**src/rtl/alu_ctrl_fsm_pkg.sv**
```systemverilog
`default_nettype none
// ============================================================================
// Module      : alu_ctrl_fsm_pkg
// Description : Shared definitions for the execute-stage control unit:
//               FSM state codes, opcode/funct constants, ALU op codes and
//               the instruction class enumeration. The ALU imports the same
//               ALU op codes.
// Revision    : 1.0 - initial release
// ============================================================================
package alu_ctrl_fsm_pkg;

    // Control FSM states
    localparam logic [2:0] ST_FETCH  = 3'd0;
    localparam logic [2:0] ST_DECODE = 3'd1;
    localparam logic [2:0] ST_EXEC   = 3'd2;
    localparam logic [2:0] ST_MEM    = 3'd3;
    localparam logic [2:0] ST_WB     = 3'd4;

    // Primary opcodes (instr[31:26])
    localparam logic [5:0] OP_RTYPE = 6'h00;
    localparam logic [5:0] OP_ADDI  = 6'h08;
    localparam logic [5:0] OP_LW    = 6'h23;
    localparam logic [5:0] OP_SW    = 6'h2B;
    localparam logic [5:0] OP_BEQ   = 6'h04;

    // R-type function codes (instr[5:0])
    localparam logic [5:0] FN_ADD = 6'h20;
    localparam logic [5:0] FN_SUB = 6'h22;
    localparam logic [5:0] FN_AND = 6'h24;
    localparam logic [5:0] FN_XOR = 6'h26;

    // ALU operation select
    localparam logic [1:0] ALU_ADD = 2'd0;
    localparam logic [1:0] ALU_SUB = 2'd1;
    localparam logic [1:0] ALU_AND = 2'd2;
    localparam logic [1:0] ALU_XOR = 2'd3;

    typedef enum logic [2:0] {
        CLS_RTYPE = 3'd0,
        CLS_ADDI  = 3'd1,
        CLS_LW    = 3'd2,
        CLS_SW    = 3'd3,
        CLS_BEQ   = 3'd4
    } instr_class_e;

endpackage : alu_ctrl_fsm_pkg
`default_nettype wire

```
**src/rtl/alu_ctrl_fsm_instr_decoder.sv**
```systemverilog
`default_nettype none
// ============================================================================
// Module      : instr_decoder
// Description : Combinational decode of opcode/funct into an instruction
//               class, the ALU operation and an illegal flag.
// Ports       : i_opcode [5:0]  primary opcode
//               i_funct  [5:0]  R-type function field
//               o_cls           instruction class
//               o_alu_op [1:0]  ALU operation for the EXEC cycle
//               o_illegal       opcode/funct combination is not supported
// Revision    : 1.0 - initial release
// ============================================================================
module instr_decoder
    import alu_ctrl_fsm_pkg::*;
(
    input  logic [5:0]   i_opcode,
    input  logic [5:0]   i_funct,
    output instr_class_e o_cls,
    output logic [1:0]   o_alu_op,
    output logic         o_illegal
);

    always_comb begin
        o_cls     = CLS_RTYPE;
        o_alu_op  = ALU_ADD;
        o_illegal = 1'b0;
        case (i_opcode)
            OP_RTYPE: begin
                o_cls = CLS_RTYPE;
                case (i_funct)
                    FN_ADD:  o_alu_op = ALU_ADD;
                    FN_SUB:  o_alu_op = ALU_SUB;
                    FN_AND:  o_alu_op = ALU_AND;
                    FN_XOR:  o_alu_op = ALU_XOR;
                    default: o_illegal = 1'b1;
                endcase
            end
            OP_ADDI: o_cls = CLS_ADDI;
            OP_LW:   o_cls = CLS_LW;
            OP_SW:   o_cls = CLS_SW;
            OP_BEQ: begin
                // Branch compare is a subtraction; the ALU flags equality
                o_cls    = CLS_BEQ;
                o_alu_op = ALU_SUB;
            end
            default: o_illegal = 1'b1;
        endcase
    end

endmodule : instr_decoder
`default_nettype wire

```
**src/rtl/alu_ctrl_fsm.sv**
```systemverilog
`default_nettype none
// ============================================================================
// Module      : alu_ctrl_fsm
// Description : Multi-cycle control unit for the execute-stage ALU. Fetches
//               over a req/ack memory handshake, decodes, and sequences
//               EXEC / MEM / WB. Counts retired instructions.
// Ports       : clk, rst (async, active-high)
//               instr, mem_ack, beq_in_1            - inputs
//               mem_req, mem_we, ir_load, pc_en, pc_src,
//               alu_op_ctrl, alu_ctrl, beq_inst, alu_src_imm, reg_dst,
//               mem_to_reg, reg_we, illegal, instr_count - outputs
// Revision    : 1.0 - initial release
// ============================================================================
module alu_ctrl_fsm
    import alu_ctrl_fsm_pkg::*;
#(
    parameter int DATA_W = 32,
    parameter int CNT_W  = 32
) (
    input  logic              clk,
    input  logic              rst,
    input  logic [DATA_W-1:0] instr,
    input  logic              mem_ack,
    input  logic              beq_in_1,
    output logic              mem_req,
    output logic              mem_we,
    output logic              ir_load,
    output logic              pc_en,
    output logic              pc_src,
    output logic [1:0]        alu_op_ctrl,
    output logic              alu_ctrl,
    output logic              beq_inst,
    output logic              alu_src_imm,
    output logic              reg_dst,
    output logic              mem_to_reg,
    output logic              reg_we,
    output logic              illegal,
    output logic [CNT_W-1:0]  instr_count
);

    logic [2:0]       state_q,  state_d;
    logic [5:0]       opcode_q, opcode_d;
    logic [5:0]       funct_q,  funct_d;
    logic [CNT_W-1:0] count_q,  count_d;

    instr_class_e     w_cls;
    logic [1:0]       w_alu_op;
    logic             w_dec_illegal;

    logic w_mem_req, w_mem_we, w_ir_load, w_pc_en, w_pc_src, w_alu_ctrl;
    logic w_beq_inst, w_alu_src_imm, w_reg_dst, w_mem_to_reg, w_reg_we;
    logic w_illegal;
    logic [1:0] w_alu_op_ctrl;

    // Only opcode and funct fields matter to this block
    logic w_unused_bits;
    assign w_unused_bits = &{1'b0, instr[25:6]};

    // Decode always works from the latched fields, never from live instr
    instr_decoder u_dec (
        .i_opcode  (opcode_q),
        .i_funct   (funct_q),
        .o_cls     (w_cls),
        .o_alu_op  (w_alu_op),
        .o_illegal (w_dec_illegal)
    );

    always_comb begin
        state_d       = state_q;
        opcode_d      = opcode_q;
        funct_d       = funct_q;
        count_d       = count_q;
        w_mem_req     = 1'b0;
        w_mem_we      = 1'b0;
        w_ir_load     = 1'b0;
        w_pc_en       = 1'b0;
        w_pc_src      = 1'b0;
        w_alu_op_ctrl = ALU_ADD;
        w_alu_ctrl    = 1'b0;
        w_beq_inst    = 1'b0;
        w_alu_src_imm = 1'b0;
        w_reg_dst     = 1'b0;
        w_mem_to_reg  = 1'b0;
        w_reg_we      = 1'b0;
        w_illegal     = 1'b0;

        case (state_q)
            ST_FETCH: begin
                w_mem_req = 1'b1;
                if (mem_ack) begin
                    w_ir_load = 1'b1;
                    w_pc_en   = 1'b1;
                    opcode_d  = instr[31:26];
                    funct_d   = instr[5:0];
                    state_d   = ST_DECODE;
                end
            end
            ST_DECODE: begin
                if (w_dec_illegal) begin
                    w_illegal = 1'b1;
                    state_d   = ST_FETCH;
                end else begin
                    state_d   = ST_EXEC;
                end
            end
            ST_EXEC: begin
                w_alu_ctrl    = 1'b1;
                w_alu_op_ctrl = w_alu_op;
                case (w_cls)
                    CLS_RTYPE: state_d = ST_WB;
                    CLS_ADDI: begin
                        w_alu_src_imm = 1'b1;
                        state_d       = ST_WB;
                    end
                    CLS_LW, CLS_SW: begin
                        w_alu_src_imm = 1'b1;
                        state_d       = ST_MEM;
                    end
                    CLS_BEQ: begin
                        w_beq_inst = 1'b1;
                        // Branch taken only when the ALU reports equality now
                        w_pc_en    = beq_in_1;
                        w_pc_src   = beq_in_1;
                        count_d    = count_q + CNT_W'(1);
                        state_d    = ST_FETCH;
                    end
                    default: state_d = ST_FETCH;
                endcase
            end
            ST_MEM: begin
                w_mem_req = 1'b1;
                w_mem_we  = (w_cls == CLS_SW);
                if (mem_ack) begin
                    if (w_cls == CLS_SW) begin
                        count_d = count_q + CNT_W'(1);
                        state_d = ST_FETCH;
                    end else begin
                        state_d = ST_WB;
                    end
                end
            end
            ST_WB: begin
                w_reg_we     = 1'b1;
                w_reg_dst    = (w_cls == CLS_RTYPE);
                w_mem_to_reg = (w_cls == CLS_LW);
                count_d      = count_q + CNT_W'(1);
                state_d      = ST_FETCH;
            end
            default: state_d = ST_FETCH;
        endcase
    end

    always_ff @(posedge clk or posedge rst) begin
        if (rst) begin
            state_q  <= ST_FETCH;
            opcode_q <= 6'd0;
            funct_q  <= 6'd0;
            count_q  <= '0;
        end else begin
            state_q  <= state_d;
            opcode_q <= opcode_d;
            funct_q  <= funct_d;
            count_q  <= count_d;
        end
    end

    // The reset state is FETCH, whose Moore outputs would request memory;
    // masking with rst keeps every output quiet while reset is held and
    // drops an in-flight request the instant reset rises.
    assign mem_req     = w_mem_req     & ~rst;
    assign mem_we      = w_mem_we      & ~rst;
    assign ir_load     = w_ir_load     & ~rst;
    assign pc_en       = w_pc_en       & ~rst;
    assign pc_src      = w_pc_src      & ~rst;
    assign alu_op_ctrl = rst ? ALU_ADD : w_alu_op_ctrl;
    assign alu_ctrl    = w_alu_ctrl    & ~rst;
    assign beq_inst    = w_beq_inst    & ~rst;
    assign alu_src_imm = w_alu_src_imm & ~rst;
    assign reg_dst     = w_reg_dst     & ~rst;
    assign mem_to_reg  = w_mem_to_reg  & ~rst;
    assign reg_we      = w_reg_we      & ~rst;
    assign illegal     = w_illegal     & ~rst;
    assign instr_count = count_q;

endmodule : alu_ctrl_fsm
`default_nettype wire
```
**config.mk**
```make
export PLATFORM = sky130hd
export DESIGN_NAME = alu_ctrl_fsm
export DESIGN_NICKNAME = d
export VERILOG_FILES = /design/src/rtl/alu_ctrl_fsm_pkg.sv /design/src/rtl/alu_ctrl_fsm_instr_decoder.sv /design/src/rtl/alu_ctrl_fsm.sv
export SDC_FILE = /design/constraint.sdc
export NUM_CORES = 1
export LEC_CHECK = 0
export CORE_AREA = 3 3 100 78
export CTS_BUF_LIST = sky130_fd_sc_hd__clkbuf_8
export DETAILED_ROUTE_END_ITERATION = 16
export DIE_AREA = 0 0 103 81
export MAX_ROUTING_LAYER = met4
export PLACE_DENSITY = 0.65
export SETUP_SLACK_MARGIN = 0.15
export SLEW_MARGIN = 20
export SYNTH_ARGS = -nofsm -noshare
export SYNTH_HDL_FRONTEND = slang
export SYNTH_SLANG_ARGS = --single-unit
```
**constraint.sdc**
```tcl
create_clock -name clk -period 5.3 [get_ports clk]
set_clock_uncertainty 0.05 [all_clocks]
set_input_delay 0.795 -clock clk [delete_from_list [all_inputs] [get_ports clk]]
set_output_delay 0.795 -clock clk [all_outputs]
set_load 0.02 [all_outputs]
```
==> results of run 1 <==
[final cells by class]
cell class	count	area, sq um	share of cell area, %
Timing Repair Buffer	63	626	19.5
Clock buffer	5	68.8	2.15
Inverter	8	30.0	0.936
Sequential cell	47	1180	36.7
Tap cell	84	105	3.28
Clock inverter	3	63.8	1.99
Multi-Input combinational cell	167	1140	35.5
[cell families (layout without fill, tap and decap cells)]
| logic type | after synthesis | in the layout |
|---|---|---|
| adder cells (fa/ha/maj) | 1 | 1 |
| flip-flops | 47 | 47 |
| AO/OA/AOI/OAI | 13 | 13 |
| AND/OR/NAND/NOR | 110 | 110 |
| buffers and inverters | 16 | 79 |
| multiplexers | 11 | 11 |
| XOR/XNOR | 32 | 32 |
[synth_stat cells, drive strengths merged]
library cell	count
nand2	21
a2bb2oi	1
a21o	1
nand2b	1
o211ai	1
a31oi	1
nor2	17
o31a	1
dfrtp	47
a41oi	1
ha	1
or2	2
or3	1
nor3b	3
xnor2	10
o21ai	3
or4b	1
and2	3
nor3	17
nor4b	7
nand4	9
inv	8
o31ai	1
buf	5
nor4	7
mux2	11
clkbuf	3
and3	2
nand3	19
a21oi	3
xor2	22
[metrics by stage]
step | hold slack, ns | power (mW) | worst slack, ns | util [%]
2_1_floorplan | 0.422 | 0.742 | 1.88 | -
3_3_place_gp | 0.419 | 0.849 | 1.79 | 45.0
3_5_place_dp | 0.426 | 0.854 | 1.73 | 45.0
4_1_cts | 0.438 | 1.16 | 1.73 | 46.9
5_1_grt | 0.463 | 1.23 | 1.59 | 46.9
6_report | 0.433 | 1.15 | 1.73 | 46.9
[state kept, by name, summed over array words and instances, names as in the netlist]
name	count
funct_q	6
instr_count	32
state_q	3
opcode_q	6
[critical path: stages]
cell and delay, ns:
clkdlybuf4s50_1 0.43, nor2_1 0.19, nand3_1 0.20, nor2_1 0.24
and2_1 0.17, or2_2 0.10, clkdlybuf4s50_1 0.59
[path summary, 6_finish.rpt]
| kind | start | endpoint | slack [ns] | cells after the start |
|---|---|---|---|---|
| hold / removal | instr_count[31] | instr_count[31] | 0.43 | 1 |
| hold reg to reg | instr_count[31] | instr_count[31] | 0.43 | 1 |
| setup reg to reg | opcode_q[3] | instr_count[17] | 2.81 | 5 |
| max in group asynchronous | rst | instr_count[14] | 3.73 | 3 |
| setup / recovery | rst | pc_en | 1.73 | 7 |
| min in group asynchronous | rst | funct_q[1] | 0.71 | 2 |
[power by group through the flow]
stage               registers (mW)  clock network [mW]  logic (mW)
finish                       0.515               0.300       0.330
global route                 0.534               0.327       0.368
CTS                          0.515               0.308       0.334
detailed placement           0.521                   0       0.333
global placement             0.521                   0       0.328
floorplan                    0.497                   0       0.245
[routing by layer]
metal | GRT usage (%) | wire (microns) | vias to the layer above
met1 | 21.6 | 2750 | 908
met5 | - | 0 | -
li1 | - | - | 926
met4 | 3.10 | 25 | 0
met3 | 2.40 | 237 | 2
met2 | 20.2 | 2420 | 43
==> reports/results.txt, run 1 <==
Post-CTS Hold Buffers: 0
Buffers on Ports: 61
Overflow after GRT: 0
clock share of power: 26.2%
most common cell after layout, fill and taps aside: clkdlybuf4s50_1
Post-Synth XOR/XNOR Area: 12.1%
Worst Hold Class: reg -> reg
complex-gate fraction of the synthesized area: 3.57%
# clock sinks: 47
Simple-Gate Fraction of Synth Area: 26.1%
Max Buffers Root-to-Sink: 2
clock period minus final worst setup slack: 3.57 ns
vias in the first global route: 1815
mean post-synth cell area: 10.4 sq um
first-pass GRT wire length: 9230 microns
total number of vias: 1879
Die ar.: 8340 sq um
design area: 3210 sq um
Die Width: 103 microns
non-filler cells, final: 377
layout cells sized above 1: 11.9%
DRT antenna net count: 0
initial antenna violation count: 0
Synthesis Warnings: 0
Tcrit/Tclk final: 67.4%
Yosys cell types: 38
Slew Limit Fails: 0
final WL: 5430 microns
Net Sw Frac: 32.4%
cell area after synthesis: 2390 sq um
most frequent cells in the layout: 61 x clkdlybuf4s50_1, 47 x dfrtp_1, 22 x xor2_1
sequential cell fraction of total power: 45.0%
core area: 6830 sq um
Mapped Nets: 267
Mapped Cells: 230
Nets: 329
post-synthesis sequential area ratio: 49.3%
CTS clk-pin slew, worst paths: 0.09 ns
Max rail drop VDD: 162 uV
TritonRoute pass-1 iters: 4
final setup fails: 0
worst skew pair latency: 0.29 ns
Placed Area: 3070 sq um
n_diodes: 0
Pwr Density: 357 nW/um^2
num ports: 82
drt drc: 0
CTS resizes: 0
Placed Cells: 369
top cells by area, synth: dfrtp_1 49%, xor2_1 8.1%, mux2_2 5.2%
Worst setup SP type: primary input
combinational fraction of design power: 28.8%
RSZ-0062 raised after global routing: false
Fillers: 631
Total GRT Usage: 14.4%
largest net degree at the start of global routing: 41
post-synthesis mux area share: 5.19%
Peak Freq: 280 MHz
post-synth top area cell: dfrtp_1
setup bufs post-CTS: 0
Max transition margin: 29.0%
CTS tree: done
WP data arrival: 2.73 ns
routed length per placed instance: 14.4 microns
Rows: 26
main combinational cell family by area after synthesis: simple AND/OR/NAND/NOR gates
Iter 0 DRT Violations: 95
Int Pwr: 0.774 mW
HPWL Detailed: 4110 microns
root buf cell: clkbuf_8
Layout area overhead: 34.4%
Required @ worst endpoint: 4.45 ns
Crit Path Max Fanout: 4
MaxCap Viol Count: 0
switching power: 0.371 mW
via density per instance: 4.98
Worst Tran Pin Value: 1.07 ns
CTS buffer count: 5
setup TNS: 0 ns
Yosys top cell area share: 49.3%
Crit Path Class: in -> out
register bit total from synthesis: 47
Leakage Power: 1.20 nW
initial core utilization: 34.9%
post-synthesis adder-cell area fraction: 0.524%
Crit. End Element: primary output
Hold Violations, Final: 0
Final GP Congestion: 0.794
Die Ht: 81 microns
status: finished, final reports clean
H-tree depth: 2
(Power assumes the default switching activity.)
==> run 2: changes to the inputs <==
PLACE_DENSITY = 0.68   (was 0.65)
clock period = 2.9 ns   (was 5.3 ns; I/O delays follow)
==> reports/results.txt, run 2 (synthesis results as in run 1) <==
status: finished, final reports clean
Placed Area: 3120 sq um (+1.5%)
Required @ worst endpoint: 2.41 ns (-2.04 ns)
Pwr Density: 638 nW/um^2 (+79%)
layout cells sized above 1: 14.4% (+2.4 points)
Die Width: 103 microns (unchanged)
Slew Limit Fails: 0 (unchanged)
RSZ-0062 raised after global routing: false
Worst Setup SP: rst
clock period minus final worst setup slack: 2.64 ns
Max transition margin: 44.5% (+16 points)
Tcrit/Tclk final: 91.0%
num ports: 82 (unchanged)
initial antenna violation count: 0 (unchanged)
# clock sinks: 47 (unchanged)
TritonRoute pass-1 iters: 4 (unchanged)
Tot Pwr: 2.08 mW (+82%)
core area: 6830 sq um (unchanged)
worst reg2reg path startpoint: opcode_q[2]
GR met3 Demand/Resource: 3.61% (+1.2 points)
final WL: 5660 microns (+4.1%)
setup TNS: 0 ns (unchanged)
Final GP Congestion: 0.848 (+6.9%)
drt drc: 0 (unchanged)
n_diodes: 0 (unchanged)
most frequent cells in the layout: 55 x clkdlybuf4s50_1, 47 x dfrtp_1, 22 x xor2_1
CTS buffer count: 5 (unchanged)
Peak Freq: 379 MHz
Nets: 335 (+1.8%)
Worst Hold Class: in -> async
Hold Violations, Final: 0 (unchanged)
CTS tree: done
Layout area overhead: 36.8%
first-pass GRT wire length: 9470 microns (+2.7%)
routed length per placed instance: 14.8 microns (+2.5%)
crit path cell chain: clkdlybuf4s50_1, nor2_1, nand3_1, nor4_1, clkdlybuf4s50_1
CTS clk-pin slew, worst paths: 0.08 ns (about the same)
Crit Path Max Fanout: 4 (unchanged)
Total GRT Usage: 15.0% (+0.64 points)
WP data arrival: 2.15 ns (-0.58 ns)
vias in the first global route: 1870 (+3.0%)
total number of vias: 1920 (+2.2%)
Crit. End Element: primary output
Worst Tran Pin Value: 0.825 ns (-0.240 ns)
WP buf/inv: 2 (unchanged)
gr busiest metal: met1
Max Buffers Root-to-Sink: 2 (unchanged)
Overflow after GRT: 0 (unchanged)
Die ar.: 8340 sq um (unchanged)
number of flip-flops in the largest register: 32 (unchanged)
final setup fails: 0 (unchanged)
Buffers on Ports: 61 (unchanged)
worst hold slack: 0.331 ns (-0.102 ns)
DRT antenna net count: 0 (unchanged)
largest net degree at the start of global routing: 26 (-37%)
Iter 0 DRT Violations: 98 (+3.2%)
max incr delay on CP: 0.65 ns (+0.06 ns)
slowest stage cell, crit path: clkdlybuf4s50_1
via density per instance: 5.01 (+0.58%)
M2 GR Usage: 21.4% (+1.2 points)
MaxCap Viol Count: 0 (unchanged)
initial core utilization: 34.9% (unchanged)
design area: 3260 sq um (+1.8%)
Worst setup SP type: primary input
Rows: 26 (unchanged)
Leakage Power: 1.32 nW (+9.7%)
worst skew pair latency: 0.30 ns (about the same)
most common cell after layout, fill and taps aside: clkdlybuf4s50_1
Max rail drop VDD: 282 uV (+74%)
met1 usage: 22.0% (+0.39 points)
root buf cell: clkbuf_8
Crit path max-delay family: buffers and inverters
Die Ht: 81 microns (unchanged)
Most Frequent Cell on Critical Path: clkdlybuf4s50_1
H-tree depth: 2 (unchanged)
Finished Core Util: 47.8% (+0.82 points)
HPWL Detailed: 4320 microns (+5.0%)
Crit Path Class: in -> out
-- run 2: through the flow --
stage          worst slack, ns  instances
4_1_cts                  0.164        383
6_report                 0.261        383
3_3_place_gp             0.196        375
5_1_grt                  0.168        383
2_1_floorplan            0.196        230
3_5_place_dp             0.186        375
-- run 2: repair_timing --
action | CTS | global route
resized for setup | 3 | 5
endpoints found under the setup margin | 3 | 5
setup buffers | 0 | 0
hold buffers | 0 | 0
hold endpoints to repair | 0 | 0
-- run 2: where the power goes --
part | total [mW] | internal, mW | switching, mW | leakage [nW]
Clock | 0.490 | 0.279 | 0.211 | 0.0612
Combinational | 0.633 | 0.312 | 0.321 | 0.722
Sequential | 0.959 | 0.777 | 0.182 | 0.539
-- run 2: layout make-up --
| cell class | instances | area (sq um) |
|---|---|---|
| clock buffer | 6 | 82.6 |
| sequential | 47 | 1180 |
| fill | 631 | 3570 |
| multi-input combinational | 167 | 1150 |
| clock inverter | 2 | 35.0 |
| inverter | 8 | 30.0 |
| tap | 84 | 105 |
| timing repair buffer | 69 | 682 |
-- run 2: path summary, 6_finish.rpt --
path	endpoint	slack (ns)	cells after the start
min	funct_q[1]	0.33	2
min in group clk	instr_count[31]	0.42	1
max in group asynchronous	instr_count[24]	1.90	3
max reg2reg	instr_count[5]	0.71	6
min reg2reg	instr_count[31]	0.42	1
max	alu_src_imm	0.26	5
-- run 2: worst reg2reg max path, delay by kind of cell, from the launching register on --
family	cells	cell delay (ns)
AOI/OAI and AO/OA	1	0.43
buffers and inverters	1	0.23
DFF	1	0.49
xor gates and xnor gates	1	0.13
and+or+nand+nor	3	0.74
-- run 2: per-layer routing --
metal,wire length [microns],vias up
met5,0,-
met4,34,0
met3,243,5
met2,2610,50
met1,2770,927
li1,-,938
